`src/rtl/booth_mul_arbiter_if.sv`:
```
// -----------------------------------------------------------------------------
// booth_mul_arbiter_if
// Bus bundle between the requesters, the shared 8x8 signed Booth multiplier and
// booth_mul_arbiter.
//   slave  : arbiter view (requests/multiplier results in, grants/responses out)
//   master : environment view (requesters + multiplier)
// Signals:
//   req_valid/req_ready           per-requester request handshake (one-hot ready)
//   req_multiplicand/multiplier   packed signed operands, slice i = [8*i+7:8*i]
//   rsp_valid/rsp_result/rsp_id   one-cycle response pulse to the winning requester
//   mul_req_valid, mul_multiplicand, mul_multiplier   issue side of the multiplier
//   mul_busy, mul_rsp_valid, mul_rsp_result           result side of the multiplier
//   busy                          arbiter not idle
// -----------------------------------------------------------------------------
interface booth_mul_arbiter_if #(
    parameter int NUM_REQ = 4,
    parameter int ID_W    = $clog2(NUM_REQ)
);
    logic        [NUM_REQ-1:0]   req_valid;
    logic        [NUM_REQ*8-1:0] req_multiplicand;
    logic        [NUM_REQ*8-1:0] req_multiplier;
    logic        [NUM_REQ-1:0]   req_ready;
    logic        [NUM_REQ-1:0]   rsp_valid;
    logic signed [15:0]          rsp_result;
    logic        [ID_W-1:0]      rsp_id;
    logic                        mul_req_valid;
    logic signed [7:0]           mul_multiplicand;
    logic signed [7:0]           mul_multiplier;
    logic                        mul_busy;
    logic                        mul_rsp_valid;
    logic signed [15:0]          mul_rsp_result;
    logic                        busy;

    modport slave (
        input  req_valid, req_multiplicand, req_multiplier,
        input  mul_busy, mul_rsp_valid, mul_rsp_result,
        output req_ready, rsp_valid, rsp_result, rsp_id,
        output mul_req_valid, mul_multiplicand, mul_multiplier, busy
    );

    modport master (
        output req_valid, req_multiplicand, req_multiplier,
        output mul_busy, mul_rsp_valid, mul_rsp_result,
        input  req_ready, rsp_valid, rsp_result, rsp_id,
        input  mul_req_valid, mul_multiplicand, mul_multiplier, busy
    );
endinterface

```
`src/rtl/booth_mul_arbiter.sv`:
```
// -----------------------------------------------------------------------------
// booth_mul_arbiter
// Shares one multi-cycle 8-bit signed Booth multiplier among NUM_REQ requesters.
// Round-robin grant in IDLE, one operation in flight, result routed back to the
// winner as a one-cycle rsp_valid pulse.
// Ports:
//   clock  - single clock
//   rst    - synchronous active-high reset (aborts any operation in flight)
//   bus    - booth_mul_arbiter_if.slave, see the interface file for signals
// Optional feature (macro BOOTH_MUL_ARB_ZERO_BYPASS_EN):
//   a granted request with a zero operand is answered with 0 without issuing
//   it to the multiplier (rsp two cycles after accept).
// -----------------------------------------------------------------------------
module booth_mul_arbiter #(
    parameter int NUM_REQ = 4,
    parameter int ID_W    = $clog2(NUM_REQ)
) (
    input  logic               clock,
    input  logic               rst,
    booth_mul_arbiter_if.slave bus
);

    typedef enum logic [1:0] {IDLE, ISSUE, WAIT, RESP} state_t;

    state_t             r_state;
    logic [ID_W-1:0]    r_rr_ptr;
    logic [ID_W-1:0]    r_id;
    logic signed [7:0]  r_op_a;
    logic signed [7:0]  r_op_b;
    logic [NUM_REQ-1:0] r_rsp_valid;
    logic signed [15:0] r_rsp_result;
    logic [ID_W-1:0]    r_rsp_id;
    logic               r_busy;
`ifdef BOOTH_MUL_ARB_ZERO_BYPASS_EN
    logic               r_bypass;
`endif

    logic               w_found_hi;
    logic               w_found_lo;
    logic [ID_W-1:0]    w_id_hi;
    logic [ID_W-1:0]    w_id_lo;
    logic [ID_W-1:0]    w_gnt_id;
    logic [NUM_REQ-1:0] w_grant;
    logic signed [7:0]  w_sel_a;
    logic signed [7:0]  w_sel_b;

    // Round-robin pick: lowest valid index at or above rr_ptr; if none, wrap to
    // the lowest valid index overall. Scanning downwards leaves the lowest hit.
    always_comb begin
        w_found_hi = 1'b0;
        w_found_lo = 1'b0;
        w_id_hi    = '0;
        w_id_lo    = '0;
        for (int i = NUM_REQ - 1; i >= 0; i--) begin
            if (bus.req_valid[i]) begin
                w_found_lo = 1'b1;
                w_id_lo    = ID_W'(i);
                if (ID_W'(i) >= r_rr_ptr) begin
                    w_found_hi = 1'b1;
                    w_id_hi    = ID_W'(i);
                end
            end
        end
    end

    assign w_gnt_id = w_found_hi ? w_id_hi : w_id_lo;
    assign w_grant  = w_found_lo ? (NUM_REQ'(1) << w_gnt_id) : '0;

    always_comb begin
        w_sel_a = '0;
        w_sel_b = '0;
        for (int i = 0; i < NUM_REQ; i++) begin
            if (w_gnt_id == ID_W'(i)) begin
                w_sel_a = bus.req_multiplicand[8*i +: 8];
                w_sel_b = bus.req_multiplier[8*i +: 8];
            end
        end
    end

    // The grant must be visible in the same IDLE cycle it is decided, and the
    // issue pulse must react to mul_busy in the ISSUE cycle, so both are
    // decoded from the registered state rather than registered themselves.
    assign bus.req_ready = (r_state == IDLE) ? w_grant : '0;
`ifdef BOOTH_MUL_ARB_ZERO_BYPASS_EN
    assign bus.mul_req_valid = (r_state == ISSUE) && !bus.mul_busy && !r_bypass;
`else
    assign bus.mul_req_valid = (r_state == ISSUE) && !bus.mul_busy;
`endif

    assign bus.mul_multiplicand = r_op_a;
    assign bus.mul_multiplier   = r_op_b;
    assign bus.rsp_valid        = r_rsp_valid;
    assign bus.rsp_result       = r_rsp_result;
    assign bus.rsp_id           = r_rsp_id;
    assign bus.busy             = r_busy;

    always_ff @(posedge clock) begin
        if (rst) begin
            r_state      <= IDLE;
            r_rr_ptr     <= '0;
            r_id         <= '0;
            r_op_a       <= '0;
            r_op_b       <= '0;
            r_rsp_valid  <= '0;
            r_rsp_result <= '0;
            r_rsp_id     <= '0;
            r_busy       <= 1'b0;
`ifdef BOOTH_MUL_ARB_ZERO_BYPASS_EN
            r_bypass     <= 1'b0;
`endif
        end else begin
            case (r_state)
                IDLE: begin
                    if (w_found_lo) begin
                        r_op_a   <= w_sel_a;
                        r_op_b   <= w_sel_b;
                        r_id     <= w_gnt_id;
                        r_busy   <= 1'b1;
                        r_state  <= ISSUE;
`ifdef BOOTH_MUL_ARB_ZERO_BYPASS_EN
                        r_bypass <= (w_sel_a == 8'sd0) || (w_sel_b == 8'sd0);
`endif
                    end
                end
                ISSUE: begin
`ifdef BOOTH_MUL_ARB_ZERO_BYPASS_EN
                    // Zero operand: answer directly, multiplier never sees it.
                    if (r_bypass) begin
                        r_rsp_valid  <= NUM_REQ'(1) << r_id;
                        r_rsp_result <= '0;
                        r_rsp_id     <= r_id;
                        r_state      <= RESP;
                    end else if (!bus.mul_busy) begin
                        r_state <= WAIT;
                    end
`else
                    if (!bus.mul_busy) begin
                        r_state <= WAIT;
                    end
`endif
                end
                WAIT: begin
                    if (bus.mul_rsp_valid) begin
                        r_rsp_valid  <= NUM_REQ'(1) << r_id;
                        r_rsp_result <= bus.mul_rsp_result;
                        r_rsp_id     <= r_id;
                        r_state      <= RESP;
                    end
                end
                RESP: begin
                    r_rsp_valid  <= '0;
                    r_rsp_result <= '0;
                    r_rsp_id     <= '0;
                    r_busy       <= 1'b0;
                    r_rr_ptr     <= (r_id == ID_W'(NUM_REQ - 1)) ? '0 : r_id + 1'b1;
                    r_state      <= IDLE;
                end
                default: r_state <= IDLE;
            endcase
        end
    end

endmodule
```
`src/flat_wrapper.sv`:
```
// flat-port wrapper written by rule: the top's interface ports become plain ports
module booth_mul_arbiter_flat 
#(
    parameter int NUM_REQ = 4,
    parameter int ID_W    = $clog2(NUM_REQ)
)
  (clock, rst, bus_req_valid, bus_req_multiplicand, bus_req_multiplier, bus_mul_busy, bus_mul_rsp_valid, bus_mul_rsp_result, bus_req_ready, bus_rsp_valid, bus_rsp_result, bus_rsp_id, bus_mul_req_valid, bus_mul_multiplicand, bus_mul_multiplier, bus_busy);
  booth_mul_arbiter_if #(.NUM_REQ(NUM_REQ), .ID_W(ID_W)) bus_i ();
  input  logic clock;
  input  logic rst;
  input wire logic [$bits(bus_i.req_valid)-1:0] bus_req_valid;
  input wire logic [$bits(bus_i.req_multiplicand)-1:0] bus_req_multiplicand;
  input wire logic [$bits(bus_i.req_multiplier)-1:0] bus_req_multiplier;
  input wire logic [$bits(bus_i.mul_busy)-1:0] bus_mul_busy;
  input wire logic [$bits(bus_i.mul_rsp_valid)-1:0] bus_mul_rsp_valid;
  input wire logic [$bits(bus_i.mul_rsp_result)-1:0] bus_mul_rsp_result;
  output wire logic [$bits(bus_i.req_ready)-1:0] bus_req_ready;
  output wire logic [$bits(bus_i.rsp_valid)-1:0] bus_rsp_valid;
  output wire logic [$bits(bus_i.rsp_result)-1:0] bus_rsp_result;
  output wire logic [$bits(bus_i.rsp_id)-1:0] bus_rsp_id;
  output wire logic [$bits(bus_i.mul_req_valid)-1:0] bus_mul_req_valid;
  output wire logic [$bits(bus_i.mul_multiplicand)-1:0] bus_mul_multiplicand;
  output wire logic [$bits(bus_i.mul_multiplier)-1:0] bus_mul_multiplier;
  output wire logic [$bits(bus_i.busy)-1:0] bus_busy;
  assign bus_i.req_valid = bus_req_valid;
  assign bus_i.req_multiplicand = bus_req_multiplicand;
  assign bus_i.req_multiplier = bus_req_multiplier;
  assign bus_i.mul_busy = bus_mul_busy;
  assign bus_i.mul_rsp_valid = bus_mul_rsp_valid;
  assign bus_i.mul_rsp_result = bus_mul_rsp_result;
  assign bus_req_ready = bus_i.req_ready;
  assign bus_rsp_valid = bus_i.rsp_valid;
  assign bus_rsp_result = bus_i.rsp_result;
  assign bus_rsp_id = bus_i.rsp_id;
  assign bus_mul_req_valid = bus_i.mul_req_valid;
  assign bus_mul_multiplicand = bus_i.mul_multiplicand;
  assign bus_mul_multiplier = bus_i.mul_multiplier;
  assign bus_busy = bus_i.busy;
  booth_mul_arbiter #(.NUM_REQ(NUM_REQ), .ID_W(ID_W)) u_core (.clock(clock), .rst(rst), .bus(bus_i));
endmodule
```
`config.mk`:
```
export PLATFORM = sky130hd
export DESIGN_NAME = booth_mul_arbiter_flat
export DESIGN_NICKNAME = d
export VERILOG_FILES = /design/src/rtl/booth_mul_arbiter_if.sv /design/src/rtl/booth_mul_arbiter.sv /design/src/flat_wrapper.sv
export SDC_FILE = /design/constraint.sdc
export NUM_CORES = 1
export LEC_CHECK = 0
export CAP_MARGIN = 20
export CORE_MARGIN = 2
export CORE_UTILIZATION = 38
export DETAILED_ROUTE_END_ITERATION = 6
export GPL_ROUTABILITY_DRIVEN = 0
export PLACE_DENSITY = 0.89
export SLEW_MARGIN = 15
export SYNTH_ARGS = -nofsm -noshare
export SYNTH_HDL_FRONTEND = slang
export SYNTH_SLANG_ARGS = --single-unit
```
`constraint.sdc`:
```
create_clock -name clock -period 2.2 [get_ports clock]
set_input_delay 0.44 -clock clock [delete_from_list [all_inputs] [get_ports clock]]
set_output_delay 0.44 -clock clock [all_outputs]
set_load 0.01 [all_outputs]
```
==> flow_results.xml, run 1 <==
<?xml version="1.0" encoding="UTF-8"?>
<metrics>
  <group name="outcome">
    <metric name="status" unit="">completed</metric>
  </group>
  <group name="floorplanning">
    <metric name="number_of_placement_rows" unit="">28</metric>
    <metric name="die-area" unit="um^2">6742</metric>
    <metric name="effective_utilization_at_floorplan" unit="">0.3916</metric>
    <metric name="core-area" unit="um^2">5921</metric>
    <metric name="die-width" unit="um">82.11</metric>
    <metric name="design.portCount" unit="">132</metric>
    <metric name="die-height" unit="um">82.11</metric>
  </group>
  <group name="cells_and_area">
    <metric name="finish.net_count" unit="">495</metric>
    <metric name="drive_above_1_share" unit="">0.1525</metric>
    <metric name="finalNonFillerCells" unit="">475</metric>
    <metric name="diodes_inserted" unit="">0</metric>
    <metric name="stdcell_area" unit="um^2">3985</metric>
    <metric name="layout.area.seq" unit="um^2">904.6</metric>
    <metric name="layout.filler_cells" unit="">465</metric>
    <metric name="multi_input_gate_area" unit="um^2">1336</metric>
    <metric name="syn2layout_area_growth" unit="%">71.88</metric>
  </group>
  <group name="setup_path">
    <metric name="setup.worst_path.class" unit="">input pin to output pin</metric>
    <metric name="startpoint_type" unit="">input pin</metric>
    <metric name="crit_arrival" unit="ps">1700</metric>
    <metric name="path_max_fanout" unit="">5</metric>
    <metric name="critical-path-max-stage-delay" unit="ps">270</metric>
    <metric name="crit_path_frequent_cell" unit="">sky130_fd_sc_hd__buf_4</metric>
    <metric name="worstPathCellList" unit="">clkdlybuf4s15_2 &gt; nand2_1 &gt; nor2_1 &gt; nor3_2 &gt; buf_4 &gt; buf_4 &gt; nor3_1 &gt; clkbuf_2</metric>
    <metric name="required" unit="ps">1760</metric>
    <metric name="critical_path.endpoint_type" unit="">output pin</metric>
    <metric name="critPathSlowestCell" unit="">sky130_fd_sc_hd__clkdlybuf4s15_2</metric>
  </group>
  <group name="synthesis">
    <metric name="post_synth.cell_area_avg" unit="um^2">8.952</metric>
    <metric name="ys.warnings.count" unit="">0</metric>
    <metric name="synth-seq-cells" unit="">45</metric>
    <metric name="synthCells" unit="">259</metric>
    <metric name="number_of_different_library_cells_in_the_post_synthesis_netlist" unit="">32</metric>
    <metric name="yosys.area.top_type_share" unit="">0.3886</metric>
    <metric name="yosysMostFrequentCell" unit="">sky130_fd_sc_hd__dfxtp_1</metric>
    <metric name="largest_area_contributor_in_the_synthesized_netlist" unit="">sky130_fd_sc_hd__dfxtp_1</metric>
    <metric name="netlist_top_cells_count" unit="">sky130_fd_sc_hd__dfxtp_1, sky130_fd_sc_hd__nor2_1, sky130_fd_sc_hd__a21oi_1, sky130_fd_sc_hd__inv_1, sky130_fd_sc_hd__nor3b_1</metric>
    <metric name="post_synthesis_net_count" unit="">355</metric>
    <metric name="synth_edf_count" unit="">0</metric>
    <metric name="synth.yosys.seq_area_share" unit="">0.3886</metric>
    <metric name="synthArstFlopShare" unit="">0</metric>
    <metric name="synthTopCellsByArea" unit="">sky130_fd_sc_hd__dfxtp_1, sky130_fd_sc_hd__mux2i_1, sky130_fd_sc_hd__a21oi_1</metric>
    <metric name="yosys_most_used_dff" unit="">sky130_fd_sc_hd__dfxtp_1</metric>
    <metric name="post_synth_instance_area" unit="um^2">2318</metric>
  </group>
  <group name="sta">
    <metric name="whs" unit="ps">496.8</metric>
    <metric name="finalClockSkew" unit="ps">11.26</metric>
    <metric name="timing.final.max_slew_violations" unit="">0</metric>
    <metric name="fin_crit_sh" unit="">0.9741</metric>
    <metric name="setup-tns-final" unit="ps">0</metric>
    <metric name="max_clock_freq" unit="MHz">466.6</metric>
    <metric name="final_hold_violations" unit="">0</metric>
    <metric name="worst_slew_margin_rel" unit="">0.5010</metric>
    <metric name="setup_viol" unit="">0</metric>
    <metric name="tightestPinTransition" unit="ps">747.7</metric>
    <metric name="postLayoutSetupSlackWorst" unit="ps">56.93</metric>
    <metric name="min_period" unit="ps">2143</metric>
  </group>
  <group name="detailed_routing">
    <metric name="drt_pre_antenna_iters" unit="">4</metric>
    <metric name="drt_first_iter_violations" unit="">112</metric>
    <metric name="wl_per_cell" unit="um">15.79</metric>
    <metric name="vias" unit="">2446</metric>
    <metric name="remaining_drc_errors" unit="">0</metric>
    <metric name="via_per_inst" unit="">5.149</metric>
    <metric name="final_antenna_net_count" unit="">0</metric>
    <metric name="routed_wirelength" unit="um">7502</metric>
  </group>
  <group name="grt">
    <metric name="antenna_violations_before_repair" unit="">0</metric>
    <metric name="grt_start_max_net_pins" unit="">45</metric>
    <metric name="number_of_global_route_vias_before_repair" unit="">2342</metric>
    <metric name="grt_use_total" unit="">0.2053</metric>
    <metric name="global_route_wire_length_before_repair" unit="um">10810</metric>
    <metric name="grt_total_ovfl" unit="">0</metric>
  </group>
  <group name="placed_design">
    <metric name="place.port_buffers" unit="">131</metric>
    <metric name="post-dp-hpwl" unit="um">5339</metric>
    <metric name="post-place-cells" unit="">463</metric>
    <metric name="placed_cell_area" unit="um^2">3797</metric>
    <metric name="dp_slack" unit="ps">-738.5</metric>
  </group>
  <group name="clock_network">
    <metric name="clock_network_latency_to_the_later_pin_of_the_worst_skew_pair" unit="ps">290</metric>
    <metric name="clk_path_buf_depth" unit="">2</metric>
    <metric name="clk_transition_reported_paths" unit="ps">80</metric>
    <metric name="root_buffer_cell" unit="">sky130_fd_sc_hd__clkbuf_8</metric>
    <metric name="level_count_of_the_clock_h_tree" unit="">2</metric>
    <metric name="cts_made_buffers" unit="">5</metric>
    <metric name="clkSinkCount" unit="">45</metric>
    <metric name="cts_tree" unit="">yes</metric>
    <metric name="cts_hold_buffers" unit="">0</metric>
  </group>
  <group name="power">
    <metric name="vdd.ir_drop.worst" unit="uV">519.9</metric>
    <metric name="power.leakage" unit="uW">0.001522</metric>
    <metric name="powerDensity" unit="nW/um^2">827.1</metric>
  </group>
  <group name="flow_run">
    <metric name="maxcap_violations" unit="">0</metric>
  </group>
  <group name="min_path">
    <metric name="min_delay_path_class" unit="">flop to flop</metric>
  </group>
</metrics>
sequential cells by signal, indices dropped and copies added, names as in the netlist:
signal                       flops
u_core.r_rr_ptr                  2
u_core.bus.rsp_valid             4
u_core.bus.rsp_id                2
u_core.bus.mul_multiplier        8
u_core.bus.busy                  1
u_core.r_id                      2
u_core.bus.rsp_result           16
u_core.bus.mul_multiplicand      8
u_core.r_state                   2
cell usage in the layout (no fill, tap or decap), types with 2 or more instances in the layout:
cell / count
sky130_fd_sc_hd__clkbuf_2: 2
sky130_fd_sc_hd__a22oi_1: 16
sky130_fd_sc_hd__buf_4: 17
sky130_fd_sc_hd__nor2_1: 35
sky130_fd_sc_hd__o221ai_2: 16
sky130_fd_sc_hd__nor3_1: 3
sky130_fd_sc_hd__or4_4: 2
sky130_fd_sc_hd__inv_1: 23
sky130_fd_sc_hd__a21oi_1: 28
sky130_fd_sc_hd__buf_12: 3
sky130_fd_sc_hd__dlygate4sd2_1: 4
sky130_fd_sc_hd__ha_1: 8
sky130_fd_sc_hd__nand2b_4: 2
sky130_fd_sc_hd__nor3b_1: 20
sky130_fd_sc_hd__nand2_1: 4
sky130_fd_sc_hd__nor3_2: 2
sky130_fd_sc_hd__a21oi_2: 3
sky130_fd_sc_hd__dfxtp_1: 44
sky130_fd_sc_hd__clkdlybuf4s50_1: 123
sky130_fd_sc_hd__mux2i_1: 18
sky130_fd_sc_hd__clkbuf_1: 2
sky130_fd_sc_hd__clkbuf_8: 5
kinds of logic after synthesis:
logic type / count (synthesis) / share of synthesized area
compound gates: 70 / 0.2304
fa+ha+maj: 8 / 0.04317
buf+inv: 42 / 0.08418
flops: 45 / 0.3886
mux: 19 / 0.08203
simple gates: 75 / 0.1716
area by class of cell:
class	instances	area share
timing repair buffer	151	0.3714
multi-input combinational	173	0.3353
sequential	45	0.2270
tap	75	0.02355
inverter	23	0.02166
clock buffer	7	0.01915
clock inverter	1	0.001884
metrics by stage:
stage	utilization	power, uW
2_1_floorplan	-	1931
3_3_place_gp	0.6414	2702
3_5_place_dp	0.6414	2752
4_1_cts	0.6617	3266
5_1_grt	0.6731	3531
6_report	0.6731	3296
metal layers:
layer,GRT usage,share of wire,routed length [um]
met5,0,0,0
met4,0.04833,0.014,104
met3,0.07283,0.083,622
met2,0.3626,0.52,3879
met1,0.2370,0.39,2897
where the power goes:
group | total [uW] | switching, uW | internal (uW)
Clock | 499 | 274 | 225
Combinational | 1660 | 786 | 877
Sequential | 1130 | 127 | 1010
path summary, 6_finish.rpt:
check / startpoint / slack (ps) / endpoint / cells after the start
setup / recovery: bus_req_valid[0] / 60 / bus_req_ready[0] / 8
hold / removal: u_core.bus.rsp_result[2] / 500 / u_core.bus.rsp_result[2] / 2
setup reg to reg: u_core.r_rr_ptr[1] / 160 / u_core.bus.mul_multiplicand[7] / 8
hold reg to reg: u_core.bus.rsp_result[2] / 500 / u_core.bus.rsp_result[2] / 2
what timing repair did:
item,4_1_cts,5_1_grt
pin swaps,1,5
gates resized for setup,16,20
buffers inserted,3,1
gates cloned,0,1
endpoints found under the setup margin,20,20
critical path: cells and delay by family:
family                 cells  cell delay [ps]
buffers and inverters      4              720
AND/OR/NAND/NOR            4              540
(Power assumes the default switching activity.)
==> inputs of run 2 (changes only) <==
- CAP_MARGIN: 20 -> not set
==> results of run 2 <==
Final layout, timing and power as in run 1 (identical DEF).
